<file path="config.mk">
export PLATFORM = sky130hd
export DESIGN_NAME = noc_switch_allocator
export DESIGN_NICKNAME = d
export VERILOG_FILES = /design/src/rtl/noc_switch_allocator.sv
export SDC_FILE = /design/constraint.sdc
export NUM_CORES = 1
export LEC_CHECK = 0
export CORE_MARGIN = 3
export CORE_UTILIZATION = 40
export CTS_BUF_LIST = sky130_fd_sc_hd__clkbuf_16
export CTS_CLUSTER_SIZE = 8
export DETAILED_ROUTE_END_ITERATION = 8
export GPL_TIMING_DRIVEN = 0
export HOLD_SLACK_MARGIN = 0.15
export REMOVE_ABC_BUFFERS = 1
export SETUP_SLACK_MARGIN = 0.1
export SLEW_MARGIN = 20
export SYNTH_ARGS = -nofsm -noshare
export SYNTH_HDL_FRONTEND = slang
export SYNTH_SLANG_ARGS = --single-unit
export TNS_END_PERCENT = 1
</file>
<file path="constraint.sdc">
create_clock -name clk -period 5.7 [get_ports clk]
set_input_delay 1.425 -clock clk [delete_from_list [all_inputs] [get_ports clk]]
set_output_delay 1.425 -clock clk [all_outputs]
set_load 0.01 [all_outputs]
</file>
<file path="src/rtl/noc_switch_allocator.sv">
// Switch allocator for the 5-port mesh router. Each output arbitrates round-robin
// and stays locked to one input from a packet's head flit until its tail is granted.
module noc_sa_out #(
    parameter int NPORT = 5,
    parameter int PTR_W = 3
) (
    input  logic             clk,
    input  logic             rst,
    input  logic [NPORT-1:0] cand,
    input  logic             out_ready,
    input  logic [NPORT-1:0] req_valid,
    input  logic [NPORT-1:0] req_tail,
    output logic [NPORT-1:0] grant,
    output logic             busy,
    output logic [PTR_W-1:0] owner
);
    typedef enum logic {IDLE, LOCKED} state_t;

    state_t           state_q, state_d;
    logic [PTR_W-1:0] owner_q, owner_d;
    logic [PTR_W-1:0] ptr_q, ptr_d;
    logic [PTR_W-1:0] win, idx;
    logic [PTR_W:0]   sum;
    logic             found;
    logic             fire;

    always_ff @(posedge clk or posedge rst) begin
        if (rst) begin
            state_q <= IDLE;
            owner_q <= '0;
            ptr_q   <= '0;
        end else begin
            state_q <= state_d;
            owner_q <= owner_d;
            ptr_q   <= ptr_d;
        end
    end

    // First candidate at or after the pointer, wrapping NPORT-1 -> 0.
    always_comb begin
        found = 1'b0;
        win   = '0;
        sum   = '0;
        idx   = '0;
        for (int k = 0; k < NPORT; k++) begin
            sum = {1'b0, ptr_q} + (PTR_W+1)'(k);
            if (sum >= (PTR_W+1)'(NPORT))
                sum = sum - (PTR_W+1)'(NPORT);
            idx = sum[PTR_W-1:0];
            if (!found && cand[idx]) begin
                found = 1'b1;
                win   = idx;
            end
        end
    end

    always_comb begin
        state_d = state_q;
        owner_d = owner_q;
        ptr_d   = ptr_q;
        grant   = '0;
        fire    = 1'b0;
        case (state_q)
            IDLE: begin
                if (found) begin
                    state_d = LOCKED;
                    owner_d = win;
                    ptr_d   = (win == PTR_W'(NPORT-1)) ? '0 : win + 1'b1;
                end
            end
            LOCKED: begin
                fire           = out_ready & req_valid[owner_q];
                grant[owner_q] = fire;
                if (fire && req_tail[owner_q])
                    state_d = IDLE;
            end
            default: state_d = IDLE;
        endcase
    end

    assign busy  = (state_q == LOCKED);
    assign owner = owner_q;
endmodule

module noc_switch_allocator #(
    parameter int NPORT = 5,
    parameter int PTR_W = 3
) (
    input  logic                   clk,
    input  logic                   rst,
    input  logic [NPORT-1:0]       req_valid_i,
    input  logic [NPORT*NPORT-1:0] req_dir_i,
    input  logic [NPORT-1:0]       req_tail_i,
    input  logic [NPORT-1:0]       out_ready_i,
    output logic [NPORT*NPORT-1:0] grant_o,
    output logic [NPORT-1:0]       in_grant_o,
    output logic [NPORT-1:0]       out_busy_o,
    output logic [NPORT-1:0]       dir_err_o
);
    logic [NPORT-1:0]            onehot;
    logic [NPORT-1:0]            owned;
    logic [NPORT-1:0][NPORT-1:0] cand;
    logic [NPORT-1:0][NPORT-1:0] row;
    logic [NPORT-1:0][PTR_W-1:0] owner;
    logic [NPORT-1:0]            d;

    always_comb begin
        onehot = '0;
        d      = '0;
        for (int i = 0; i < NPORT; i++) begin
            d         = req_dir_i[i*NPORT +: NPORT];
            onehot[i] = (d != '0) && ((d & (d - NPORT'(1))) == '0);
        end
    end

    // An input that already holds an output may not compete for another.
    always_comb begin
        owned = '0;
        for (int o = 0; o < NPORT; o++)
            for (int i = 0; i < NPORT; i++)
                if (out_busy_o[o] && owner[o] == PTR_W'(i))
                    owned[i] = 1'b1;
    end

    always_comb begin
        cand = '0;
        for (int o = 0; o < NPORT; o++)
            for (int i = 0; i < NPORT; i++)
                cand[o][i] = req_valid_i[i] & onehot[i] & req_dir_i[i*NPORT+o] & ~owned[i];
    end

    genvar o;
    generate
        for (o = 0; o < NPORT; o++) begin : g_out
            noc_sa_out #(.NPORT(NPORT), .PTR_W(PTR_W)) u_out (
                .clk       (clk),
                .rst       (rst),
                .cand      (cand[o]),
                .out_ready (out_ready_i[o]),
                .req_valid (req_valid_i),
                .req_tail  (req_tail_i),
                .grant     (row[o]),
                .busy      (out_busy_o[o]),
                .owner     (owner[o])
            );
        end
    endgenerate

    always_comb begin
        grant_o    = '0;
        in_grant_o = '0;
        for (int k = 0; k < NPORT; k++) begin
            grant_o[k*NPORT +: NPORT] = row[k];
            in_grant_o                = in_grant_o | row[k];
        end
    end

    always_ff @(posedge clk or posedge rst) begin
        if (rst)
            dir_err_o <= '0;
        else
            dir_err_o <= dir_err_o | (req_valid_i & ~onehot);
    end
endmodule

</file>
* Word level (Yosys, flattened, before mapping)
Index checks and enable logic that the tools add are counted.
** Operators by class
- Add/subtract/negate cells :: 55
- Multiply operators :: 0
- Div/mod/pow operators :: 0
- Order comparisons :: 60
- Eq/ne operators :: 25
- Shift operators :: 0
- Mux-type cells :: 205
- Bitwise gates (word level) :: 87
- Reductions and logical operators :: 100
** Operators with widths (count)
- $mux W3 :: 55
- $lt A3 B4 Y1 const B :: 30
- $bmux W1 S3 :: 35
- $mux W1 :: 100
- $ge A4 B3 Y1 const B :: 20
- $sub A3 B3 Y3 const B :: 25
- $and A1 B1 Y1 :: 60
- $logic_and A1 B1 Y1 :: 60
- $and A5 B5 Y5 :: 11
- $add A3 B2 Y4 const B :: 10
- $eq A3 B2 Y1 const B :: 10
- $eq A3 B3 Y1 const B :: 10
- $logic_not A5 Y1 :: 5
- $mux W5 :: 5
- $or A5 B5 Y5 :: 5
- $reduce_bool A5 Y1 :: 5
- $sub A5 B1 Y5 const B :: 5
- $add A3 B1 Y4 const B :: 5
- $add A3 B3 Y4 const B :: 5
- $logic_not A1 Y1 :: 20
- $add A3 B1 Y3 const B :: 5
- $demux W1 S3 :: 5
- $eq A3 B1 Y1 const B :: 5
- $ge A3 B1 Y1 const B :: 5
- other kinds (6) :: 31
** Word-level totals
- Flip-flop bits (word level) :: 40
- Bits in latches :: 0
- RAM bits :: 0
- ROM bits :: 0
- Input bits :: 42
- Output and inout port bits :: 40
- Word-level logic and storage cells :: 548
- Memories :: 0

* Depth between registers and ports, before layout
Gate-level depths: netlist (run 1).
- Depth after elaboration :: 26
- Depth in mapped cells :: 19
- Mapped depth without buffers :: 18

* Hierarchy
From an unflattened synthesis (run 1), not the netlist that was laid out.
** Second synthesis, totals
- Cell total of the unflattened synthesis :: 1157
- Area, all modules :: 9401.5 sq um
** By module, submodules not included
- noc_sa_out at g_out[0].u_out ... :: instances 4, cells each 202, area an instance 1650.3 sq um, sequential area each 175.2 sq um
- noc_sa_out at g_out[4].u_out :: instances 1, cells each 204, area an instance 1699.1 sq um, sequential area each 175.2 sq um
- noc_switch_allocator :: instances 1, cells each 145, area an instance 1101.1 sq um, sequential area each 125.1 sq um

* Least setup slack after synthesis (run 1)
OpenSTA, ideal clock, no wires.
- Path kind :: in2reg
- Start point :: input port req_dir_i[2]
- End point :: register g_out[2].u_out.ptr_q[2]
- Library setup time :: 0.082 ns
- Data arrival time :: 4.377 ns
- Required time :: 5.618 ns
- Slack :: 1.241 ns
- Cell stages on the path :: 15
- Path buffers :: 2
- Cells stage by stage :: buf_2 -> nor3b_1 -> a22oi_1 -> a2111oi_2 -> buf_4 -> nand3_2 -> a21oi_2 -> a211oi_1 -> or4_1 -> a21oi_1 -> a21oi_1 -> a211o_1 -> ha_1 -> or3_1 -> a31oi_1
** On the way
- Longest elaborated chain between the ends :: 24
- Elaborated cells between the ends (all ways) :: 40
- Classes of those cells :: add/sub: 2; eq/ne: 1; mux: 21; bitwise: 4; reduce/logical: 12
** RTL lines
- start: declaration :: line 92 : input logic [NPORT*NPORT-1:0] req_dir_i,
- $sub A5 B1 Y5 :: line 112 : onehot[i] = (d != '0) && ((d & (d - NPORT'(1))) == '0);
- $and A5 B5 Y5 :: line 112
- $logic_not A5 Y1 :: line 112
- $logic_and A1 B1 Y1 :: line 112
- $and A1 B1 Y1 :: line 129 : cand[o][i] = req_valid_i[i] & onehot[i] & req_dir_i[i*NPORT+o] & ~owned[i];
- $and A1 B1 Y1 * (2 in series) :: line 129
- $bmux W1 S3 :: line 50 : if (!found && cand[idx]) begin
- $mux W1 (implied by the code) :: line 50
- [... 8 more ...]
- $logic_and A1 B1 Y1 :: line 50
- $mux W1 :: line 50
- $logic_not A1 Y1 :: line 50
- $logic_and A1 B1 Y1 :: line 50
- $mux W3 * :: line 50
- net g_out[2].u_out.win[0] :: line 22 : logic [PTR_W-1:0] win, idx;
- $add A3 B1 Y3 / $eq A3 B3 Y1 (equally long branches) :: line 68 : ptr_d = (win == PTR_W'(NPORT-1)) ? '0 : win + 1'b1;
- $mux W3 * :: line 68
- end signal: assignment :: line 35 : ptr_q <= ptr_d;
- end: declaration :: line 21 : logic [PTR_W-1:0] ptr_q, ptr_d;
Mark *: on every way through the listed nets, which the timed path passes. The rest lies on a longest branch. The select of a mux whose other input is x is not followed.
A chain may end at the register's enable or synchronous reset.

* Worst setup path after layout (run 1)
- Start point :: input port req_valid_i[4]
- End point :: output port in_grant_o[2]
** On the way
- Longest elaborated chain between the ends :: 9
- Elaborated cells between the ends (all ways) :: 29
- Classes of those cells :: mux: 15; bitwise: 14
** RTL lines
- start: declaration :: line 91 : input logic [NPORT-1:0] req_valid_i,
- $bmux W1 S3 :: line 72 : fire = out_ready & req_valid[owner_q];
- $mux W1 (implied by the code) :: line 72
- $and A1 B1 Y1 :: line 72
- $and A5 B5 Y5 (no source line)
- $mux W5 :: line 63 : case (state_q)
- $or A5 B5 Y5 (3 in series) :: line 154 : in_grant_o = in_grant_o | row[k];
- $or A5 B5 Y5 * :: line 154
- end: declaration :: line 96 : output logic [NPORT-1:0] in_grant_o,
Mark *: on every way between the ends. The rest lies on a longest branch, timed or not. The select of a mux whose other input is x is not followed.

==> flow_summary.toml, run 1 <==
[clock_network]
numCtsBuffers = 5
cts_buffer_depth = 2
worstSkewPairLatency_ps = 290
cts.hold.buffers_added = 0
post_cts_buffers = 0
cts_tree = "done"
htreeDepth = 2
cts_root_buffer = "clkbuf_16"
cts.sinks = 40
clk_pin_slew_worst_paths_ps = 60

[setup_path]
cp_data_arrival_time_ps = 4060
r2r_start = "g_out[2].u_out.ptr_q[0]"
path_delay_family = "simple AND/OR/NAND/NOR gates"
cp-end-kind = "output port"
critPathKind = "in2out"
start_kind = "primary input"
critPathMaxStageDelay_ps = 620
crit_fanout = 7
worst-path-buf-inv = 3
cp.required_ps = 4280
path_cells = "clkdlybuf4s50_1 > and4_1 > o31a_1 > nand2_1 > inv_1 > nand2_1 > nor2_1 > or4b_2 > clkdlybuf4s50_1"
cp-startpoint = "req_valid_i[4]"
slowest_stage = "clkdlybuf4s50_1"

[power_and_ir_drop]
p_per_area_mw_per_mm2 = 658
clkPwrFrac = 0.055
p_int_mw = 2.61
p_switching_mw = 3.37
p_comb_frac = 0.812
pwr-share-seq = 0.133
vdd_ir_drop_max_v = 0.000411
power.leakage_nw = 3.67
netSwitchingFraction = 0.564

[synth]
synth_cell_type_count = 110
yosys_most_used_dff = "dfrtp_1"
synthTopCellsByArea = "dfrtp_1, ha_1, mux2i_1"
ys_warn_count = 0
synth_largest_area_cell = "dfrtp_1"
synthArstFlopShare = 1.00
synth_top_cell_area_share = 0.125
ys_ff_latch = 40
synth_seq_area_share = 0.125
synthesis.instances = 1073
synth.avg_cell_area_um2 = 7.48
synth.cell_area_mm2 = 0.00803
synth_enable_flop_cells = 0

[detailed_routing]
wl_per_cell_um = 17.9
drt-pass1-iter-count = 7
drc = 0
drt.antenna.violating_nets = 0
routed_wl_um = 24600
avgViaCountPerCell = 5.98
vias = 8217
maxUsedRoutingLayer = "met4"
wl_met2_um = 11500
wl_met3_um = 1490
first_iter_violations = 553
m1WireLength_um = 11400

[floorplan]
ios = 82
start_util = 0.410
coreArea_mm2 = 0.0196
row_count = 51
fp.dieArea_mm2 = 0.0218
die_h_um = 148
die_w_um = 148

[timing]
relSlewSlack = 0.222
min_period_ps = 5480
slew_violations = 0
finalSetupViolCount = 0
finalCritPeriodShare = 0.962
clock.fmax_ghz = 0.182
final.setup.tns_ps = 0
rsz0062_at_grt = "no"
hold_viol = 0
finClkSkew_ps = 7.04
worst_slew_pin_slew_ps = 1160

[worst_hold_path]
worstHoldStart = "dir_err_o[4]"
hold_path_class = "reg2reg"

[final_layout]
regArea_mm2 = 0.00100
nFillCells = 2062
antennaDiodeCount = 0
fin_util = 0.464
layout_commonest_cell = "nor2_1"
drive_gt1_frac = 0.0848
nets = 1204
syn_to_final_growth_pct = 13.1
final_cell_mix = "nor2_1, a21oi_1, nand2_1"
multi_input_area_mm2 = 0.00646

[grt]
grt_pass1_vias = 7463
antenna_found_initial = 0
grt_pass1_wl_um = 39300
track_usage = 0.218
overflow = 0
grt_max_degree = 29

[placement]
io_buffers = 81
dp_hpwl_um = 19300
gp_congestion = 0.890

[outcome]
status = "finished, final reports clean"

[flow_run]
max-cap-violations = 0
-- routing by layer --
layer	GRT usage	vias to the layer above
li1	-	4047
met5	0	-
met1	0.315	3916
met4	0.0368	0
met3	0.0251	22
met2	0.355	232
-- layout make-up --
class	count	area share
multi-input cells	904	0.712
inverters	73	0.0304
flip-flops and latches	40	0.110
clock buffers	5	0.0138
well taps	265	0.0365
clock inverters	3	0.00427
repair buffers	83	0.0930
-- stage by stage --
stage,hold slack (ps),setup WS (ps),instance area [um^2],cells,power (mW)
after CTS,482,108,9070,1373,5.94
after detailed placement,465,76.0,8910,1365,5.58
after global routing,507,116,9080,1373,6.61
final,482,217,9080,1373,5.98
after floorplan,493,1120,7720,1017,4.47
after global placement,461,-613,8870,1363,5.54
-- sequential cells by signal, indices dropped and copies added (netlist names) --
signal	cells
g_out.u_out.owner	15
g_out.u_out.busy	5
dir_err_o	5
g_out.u_out.ptr_q	15
-- cells in the mapped netlist, drive strengths merged (20+ instances only) --
| cell | count |
|---|---|
| ha | 50 |
| buf | 36 |
| o21ai | 51 |
| nand2 | 81 |
| a21oi | 92 |
| nor2 | 116 |
| nand2b | 25 |
| xnor2 | 25 |
| inv | 71 |
| nor3 | 55 |
| nor2b | 20 |
| nand3 | 29 |
| mux2i | 46 |
| clkbuf | 20 |
| dfrtp | 40 |
-- final timing paths --
check                                          endpoint  slack [ps]  cells after the start
min in group asynchronous           g_out[0].u_out.busy        1420                      2
max in group asynchronous           g_out[1].u_out.busy        3800                      3
worst min-delay path                       dir_err_o[4]         480                      1
worst min register to register             dir_err_o[4]         480                      1
worst max register to register  g_out[2].u_out.ptr_q[2]         850                     17
worst max-delay path                      in_grant_o[2]         220                      9
-- power groups by stage --
stage | registers (mW) | logic, mW | clock network [mW]
6_report | 0.796 | 4.85 | 0.329
3_3_place_gp | 0.798 | 4.74 | 0
2_1_floorplan | 0.682 | 3.79 | 0
3_5_place_dp | 0.799 | 4.78 | 0
4_1_cts | 0.794 | 4.81 | 0.335
5_1_grt | 0.838 | 5.42 | 0.347
-- kinds of logic after synthesis --
logic type                 after synthesis  share of synthesized area
AOI/OAI and AO/OA                      305                      0.268
xor gates and xnor gates                32                     0.0349
adders and majority gates               55                     0.0904
buffers and inverters                  129                     0.0723
DFF                                     40                      0.125
muxes                                   68                     0.0929
and+or+nand+nor                        444                      0.317
-- worst reg2reg max path, stage by stage (launching register included) --
cell and delay, ps:
dfrtp_1 780, clkinv_1 500, ha_1 360, ha_1 430
nand2_1 100, o21ai_0 350, xnor2_1 190, a21oi_1 60
a211oi_1 260, a211oi_1 90, nand4b_1 280, nor2_1 140
a21oi_1 70, a31oi_1 320, inv_1 80, ha_1 190
or3_1 370, a31oi_1 190
-- what timing repair did --
item,4_1_cts,5_1_grt
endpoints found under the hold margin,0,0
endpoints found under the setup margin,1,2
resized for setup,1,3
No activity file was read; power rests on OpenSTA's default activity.
==> inputs of run 2 (changes only) <==
CORE_UTILIZATION = 55   (was 40)
CTS_CLUSTER_DIAMETER = 60   (was unset)
CTS_CLUSTER_SIZE = 10   (was 8)
PLACE_DENSITY = 0.78   (was unset)
==> run 2 against run 1 <==
Against the previous run:
- register-to-register slack improved by 20 ps
- non-clock buffer count did not move
- clock-buffer cell count did not move
- power rose by 0.43%
- first-iteration DRC count rose by 75%
- sequential power rose by 1%
- critical endpoint is now g_out[2].u_out.ptr_q[2]
==> flow_summary.toml, run 2 (synthesized netlist as in run 1, its figures left out) <==
[worst_hold_path]
holdPathEnd = "dir_err_o[4]"
hold_path_class = "reg2reg"
hold_depth = 1
worstHoldStart = "dir_err_o[4]"

[setup_path]
cp.depth = 15
path_delay_family = "compound AO/OA/AOI/OAI gates"
cp.required_ps = 5910
rr_worst_depth = 16
worst-path-buf-inv = 2
crit_top_cell = "a21oi_1"
slowest_stage = "clkdlybuf4s50_1"
critPathMaxStageDelay_ps = 710
critPathKind = "in2reg"
cp-end-kind = "flip-flop"
r2r-end = "g_out[2].u_out.ptr_q[2]"
r2r_start = "g_out[2].u_out.ptr_q[0]"
path_cells = "clkdlybuf4s50_1 > nor3b_1 > a22oi_1 > a2111oi_4 > buf_4 > nand3_2 > a21oi_2 > a211oi_1 > or4_1 > a21oi_1 > a21oi_1 > a211o_1 > ha_1 > or3_1 > a31oi_1"
crit_fanout = 8
start_kind = "primary input"
cp_data_arrival_time_ps = 5550
r2r_slack_ps = 870

[grt]
track_usage = 0.285
grt_max_degree = 27
grt_pass1_vias = 7743
overflow = 0
antenna_found_initial = 0
grt_pass1_wl_um = 38900

[flow_run]
max-cap-violations = 0

[timing]
finalSetupViolCount = 0
clock.fmax_ghz = 0.187
worst_slew_pin_slew_ps = 1020
relSlewSlack = 0.312
slew_violations = 0
fin_ws_ps = 363
hold_viol = 0
rsz0062_at_grt = "no"
finClkSkew_ps = 3.64
finalCritPeriodShare = 0.936
min_period_ps = 5340

[final_layout]
fin_util = 0.637
final_cell_mix = "nor2_1, a21oi_1, nand2_1"
syn_to_final_growth_pct = 11.9
drive_gt1_frac = 0.0866
layout_commonest_cell = "nor2_1"
antennaDiodeCount = 0
postLayoutCellArea_mm2 = 0.00898
nets = 1204

[floorplan]
row_count = 43
fp.dieArea_mm2 = 0.0161
coreArea_mm2 = 0.0141
die_h_um = 127
die_w_um = 127
start_util = 0.570
ios = 82

[clock_network]
htreeDepth = 2
post_cts_buffers = 0
numCtsBuffers = 5
cts_buffer_depth = 2
cts_tree = "done"
cts.sinks = 40
worstSkewPairLatency_ps = 290
cts_root_buffer = "clkbuf_16"
clk_pin_slew_worst_paths_ps = 60
cts.hold.buffers_added = 0

[placement]
io_buffers = 81
gp_congestion = 0.956
placed_cell_area_mm2 = 0.00881
dp_hpwl_um = 18400
pre_cts_slack_ps = 85.0

[power_and_ir_drop]
vdd_ir_drop_max_v = 0.000319
p_per_area_mw_per_mm2 = 668
power.leakage_nw = 3.67
power_mw = 6.00

[detailed_routing]
avgViaCountPerCell = 6.53
routed_wl_um = 23600
drt.antenna.violating_nets = 0
wl_per_cell_um = 18.3
drt-pass1-iter-count = 6
vias = 8410
first_iter_violations = 968
drc = 0

[outcome]
status = "finished, final reports clean"
-- run 2: cell types whose count changed in the layout (fill, tap and decap cells not counted) --
cell             before  now
clkdlybuf4s50_1      77   76
inv_1                68   66
clkinvlp_4            0    1
inv_2                 3    4
dlymetal6s2s_1        3    4
-- run 2: worst reg2reg max path: stages (launching register included) --
cell and delay, ps:
dfrtp_1 790, clkinv_1 470, ha_1 360, ha_1 430
nand2_1 110, o21ai_0 380, xor2_1 270, mux2i_1 220
a211oi_1 110, nand4b_1 280, nor2_1 150, a21oi_1 60
a31oi_1 310, inv_1 80, ha_1 200, or3_1 360
a31oi_1 170
-- run 2: worst max path at each step --
stage | from | endpoint | slack, ps
6_report | req_dir_i[1] | g_out[2].u_out.ptr_q[2] | 360
2_1_floorplan | req_dir_i[2] | g_out[2].u_out.ptr_q[2] | 1120
5_1_grt | req_dir_i[1] | g_out[2].u_out.ptr_q[2] | 110
3_3_place_gp | req_dir_i[1] | g_out[1].u_out.ptr_q[1] | -370
4_1_cts | req_valid_i[3] | in_grant_o[2] | 110
3_5_place_dp | req_valid_i[0] | in_grant_o[2] | 80
-- run 2: layout make-up --
| type | instances | area, um^2 |
|---|---|---|
| multi-input cells | 904 | 6460 |
| fillers | 1240 | 5110 |
| flip-flops and latches | 40 | 1000 |
| repair buffers | 83 | 847 |
| inverters | 73 | 277 |
| well taps | 180 | 225 |
| clock buffers | 5 | 125 |
| clock inverters | 3 | 42.5 |
-- run 2: per-layer routing --
metal	part of all wire	track usage	wire length, um	up-vias
li1	-	-	-	4038
met5	0	0	0	-
met4	0.027	0.0852	631	0
met1	0.45	0.404	10600	3948
met3	0.079	0.0375	1850	48
met2	0.44	0.454	10500	376
-- run 2: timing repair --
action / in CTS / in global routing
cloned: 0 / 0
hold endpoints to repair: 0 / 0
setup endpoints to repair: 1 / 2
gates resized for setup: 1 / 5
-- run 2: power by group --
| part | switching [mW] | leakage, nW | internal [mW] |
|---|---|---|---|
| Combinational | 2.86 | 3.12 | 2.01 |
| Sequential | 0.408 | 0.474 | 0.397 |
| Clock | 0.125 | 0.0798 | 0.206 |
| Total | 3.39 | 3.67 | 2.61 |
-- run 2: per-stage QoR --
stage	setup TNS (ps)	cells	hold slack, ps
finish	0	1288	477
global route	0	1288	509
CTS	0	1288	484
detailed placement	0	1280	474
global placement	-2840	1278	477
floorplan	0	1017	493
==> inputs of run 3 (changes only) <==
PLACE_DENSITY = 0.77   (was 0.78)
==> run 3 against run 2 <==
Against the previous run:
- setup slack lost 140 ps
- first-iteration DRC count is 8.2% lower
- clock skew grew 5.6 ps
- clock power decreased by 15%
- wire length shrank 0.48%
- clock-buffer cell count unchanged
==> flow_summary.toml, run 3 (synthesized netlist as in run 1, its figures left out) <==
[detailed_routing]
vias = 8358
drc = 0
first_iter_violations = 889
avgViaCountPerCell = 6.49
drt-pass1-iter-count = 5
drt.antenna.violating_nets = 0
wl_per_cell_um = 18.2
routed_wl_um = 23500

[timing]
finalCritPeriodShare = 0.960
final.setup.tns_ps = 0
rsz0062_at_grt = "no"
finClkSkew_ps = 9.23
finalSetupViolCount = 0
worst_slew_pin_slew_ps = 946
slew_violations = 0
fin_ws_ps = 227
hold_viol = 0
clock.fmax_ghz = 0.183
min_period_ps = 5470
relSlewSlack = 0.361

[floorplan]
start_util = 0.570
fp.dieArea_mm2 = 0.0161
row_count = 43
coreArea_mm2 = 0.0141
die_w_um = 127
die_h_um = 127
ios = 82

[placement]
dp_hpwl_um = 18400
pre_cts_slack_ps = 56.1
gp_congestion = 0.943
io_buffers = 81
placed_cell_area_mm2 = 0.00881

[power_and_ir_drop]
power_mw = 5.95
power.leakage_nw = 3.64
p_per_area_mw_per_mm2 = 664
vdd_ir_drop_max_v = 0.000283

[final_layout]
syn_to_final_growth_pct = 11.5
postLayoutCellArea_mm2 = 0.00895
regArea_mm2 = 0.00100
final_cell_mix = "nor2_1, a21oi_1, nand2_1"
nFillCells = 1281
multi_input_area_mm2 = 0.00646
layout_commonest_cell = "nor2_1"
nets = 1204
drive_gt1_frac = 0.0848
antennaDiodeCount = 0

[worst_hold_path]
hold_path_class = "reg2reg"

[clock_network]
numCtsBuffers = 5
cts_buffer_depth = 2
worstSkewPairLatency_ps = 290
cts_root_buffer = "clkbuf_16"
cts.hold.buffers_added = 0
htreeDepth = 2
cts.sinks = 40
clk_pin_slew_worst_paths_ps = 70
cts_tree = "done"

[grt]
use_met3 = 0.0383
grtUsageMet2 = 0.441
grt_pass1_wl_um = 37900
met1_usage = 0.405
grt_max_degree = 28
overflow = 0
grt_pass1_vias = 7535
antenna_found_initial = 0
track_usage = 0.280
grt_busiest_layer = "met2"

[setup_path]
critPathKind = "in2out"
cp-end-kind = "output port"
start_kind = "primary input"
cp_data_arrival_time_ps = 4050
cp.required_ps = 4280
crit_fanout = 7

[outcome]
status = "finished, final reports clean"

[flow_run]
max-cap-violations = 0
## run 3: cell types whose count changed in the layout (fill, tap and decap cells not counted), sizes merged
| cell | delta |
|---|---|
| dlymetal6s2s | -2 |
| bufinv | -1 |
| clkdlybuf4s50 | +1 |
| inv | +1 |
| dlygate4sd2 | +1 |
## run 3: final timing paths
kind | from | endpoint | slack [ps] | cells past startpoint
max in group asynchronous | rst | g_out[4].u_out.busy | 3820 | 3
hold reg to reg | dir_err_o[2] | dir_err_o[2] | 500 | 1
setup / recovery | req_valid_i[4] | in_grant_o[2] | 230 | 9
hold / removal | dir_err_o[2] | dir_err_o[2] | 500 | 1
min in group asynchronous | rst | g_out[1].u_out.ptr_q[0] | 1420 | 2
setup reg to reg | g_out[4].u_out.ptr_q[0] | g_out[4].u_out.ptr_q[0] | 820 | 16
## run 3: timing repair
item                       CTS  global route
setup endpoints to repair    1             1
hold endpoints to repair     0             0
resized for setup            2             2
setup buffers                0             0
gates cloned                 0             0
## run 3: power by group
part | total (mW) | internal, mW | switching (mW) | leakage, nW
combinational | 4.86 | 2.01 | 2.85 | 3.10
sequential | 0.802 | 0.397 | 0.405 | 0.474
clock | 0.283 | 0.161 | 0.122 | 0.0712
## run 3: final cells by class
cell class | count | area share
well taps | 180 | 0.0252
clock inverters | 3 | 0.00224
flip-flops and latches | 40 | 0.112
repair buffers | 83 | 0.0939
inverters | 73 | 0.0309
multi-input cells | 904 | 0.722
clock buffers | 5 | 0.0140
## run 3: layer usage
layer  vias to the layer above  routed length, um
met5                         -                  0
met4                         0                365
met3                        26               1760
met2                       344              10600
met1                      3958              10800
li1                       4030                  -
## run 3: worst max-delay path, cell delays in order
cell and delay [ps]:
clkdlybuf4s50_1 600, and4_1 310, o31a_1 290, nand2_1 70, inv_1 50, nand2_1 100
nor2_1 80, or4b_2 620, clkdlybuf4s50_1 500
## run 3: metrics by stage
| stage | utilization | hold slack (ps) | instances |
|---|---|---|---|
| final | 0.635 | 496 | 1288 |
| after global routing | 0.635 | 511 | 1288 |
| after CTS | 0.635 | 507 | 1288 |
| after detailed placement | 0.625 | 487 | 1280 |
| after global placement | 0.621 | 485 | 1278 |
| after floorplan | - | 493 | 1017 |
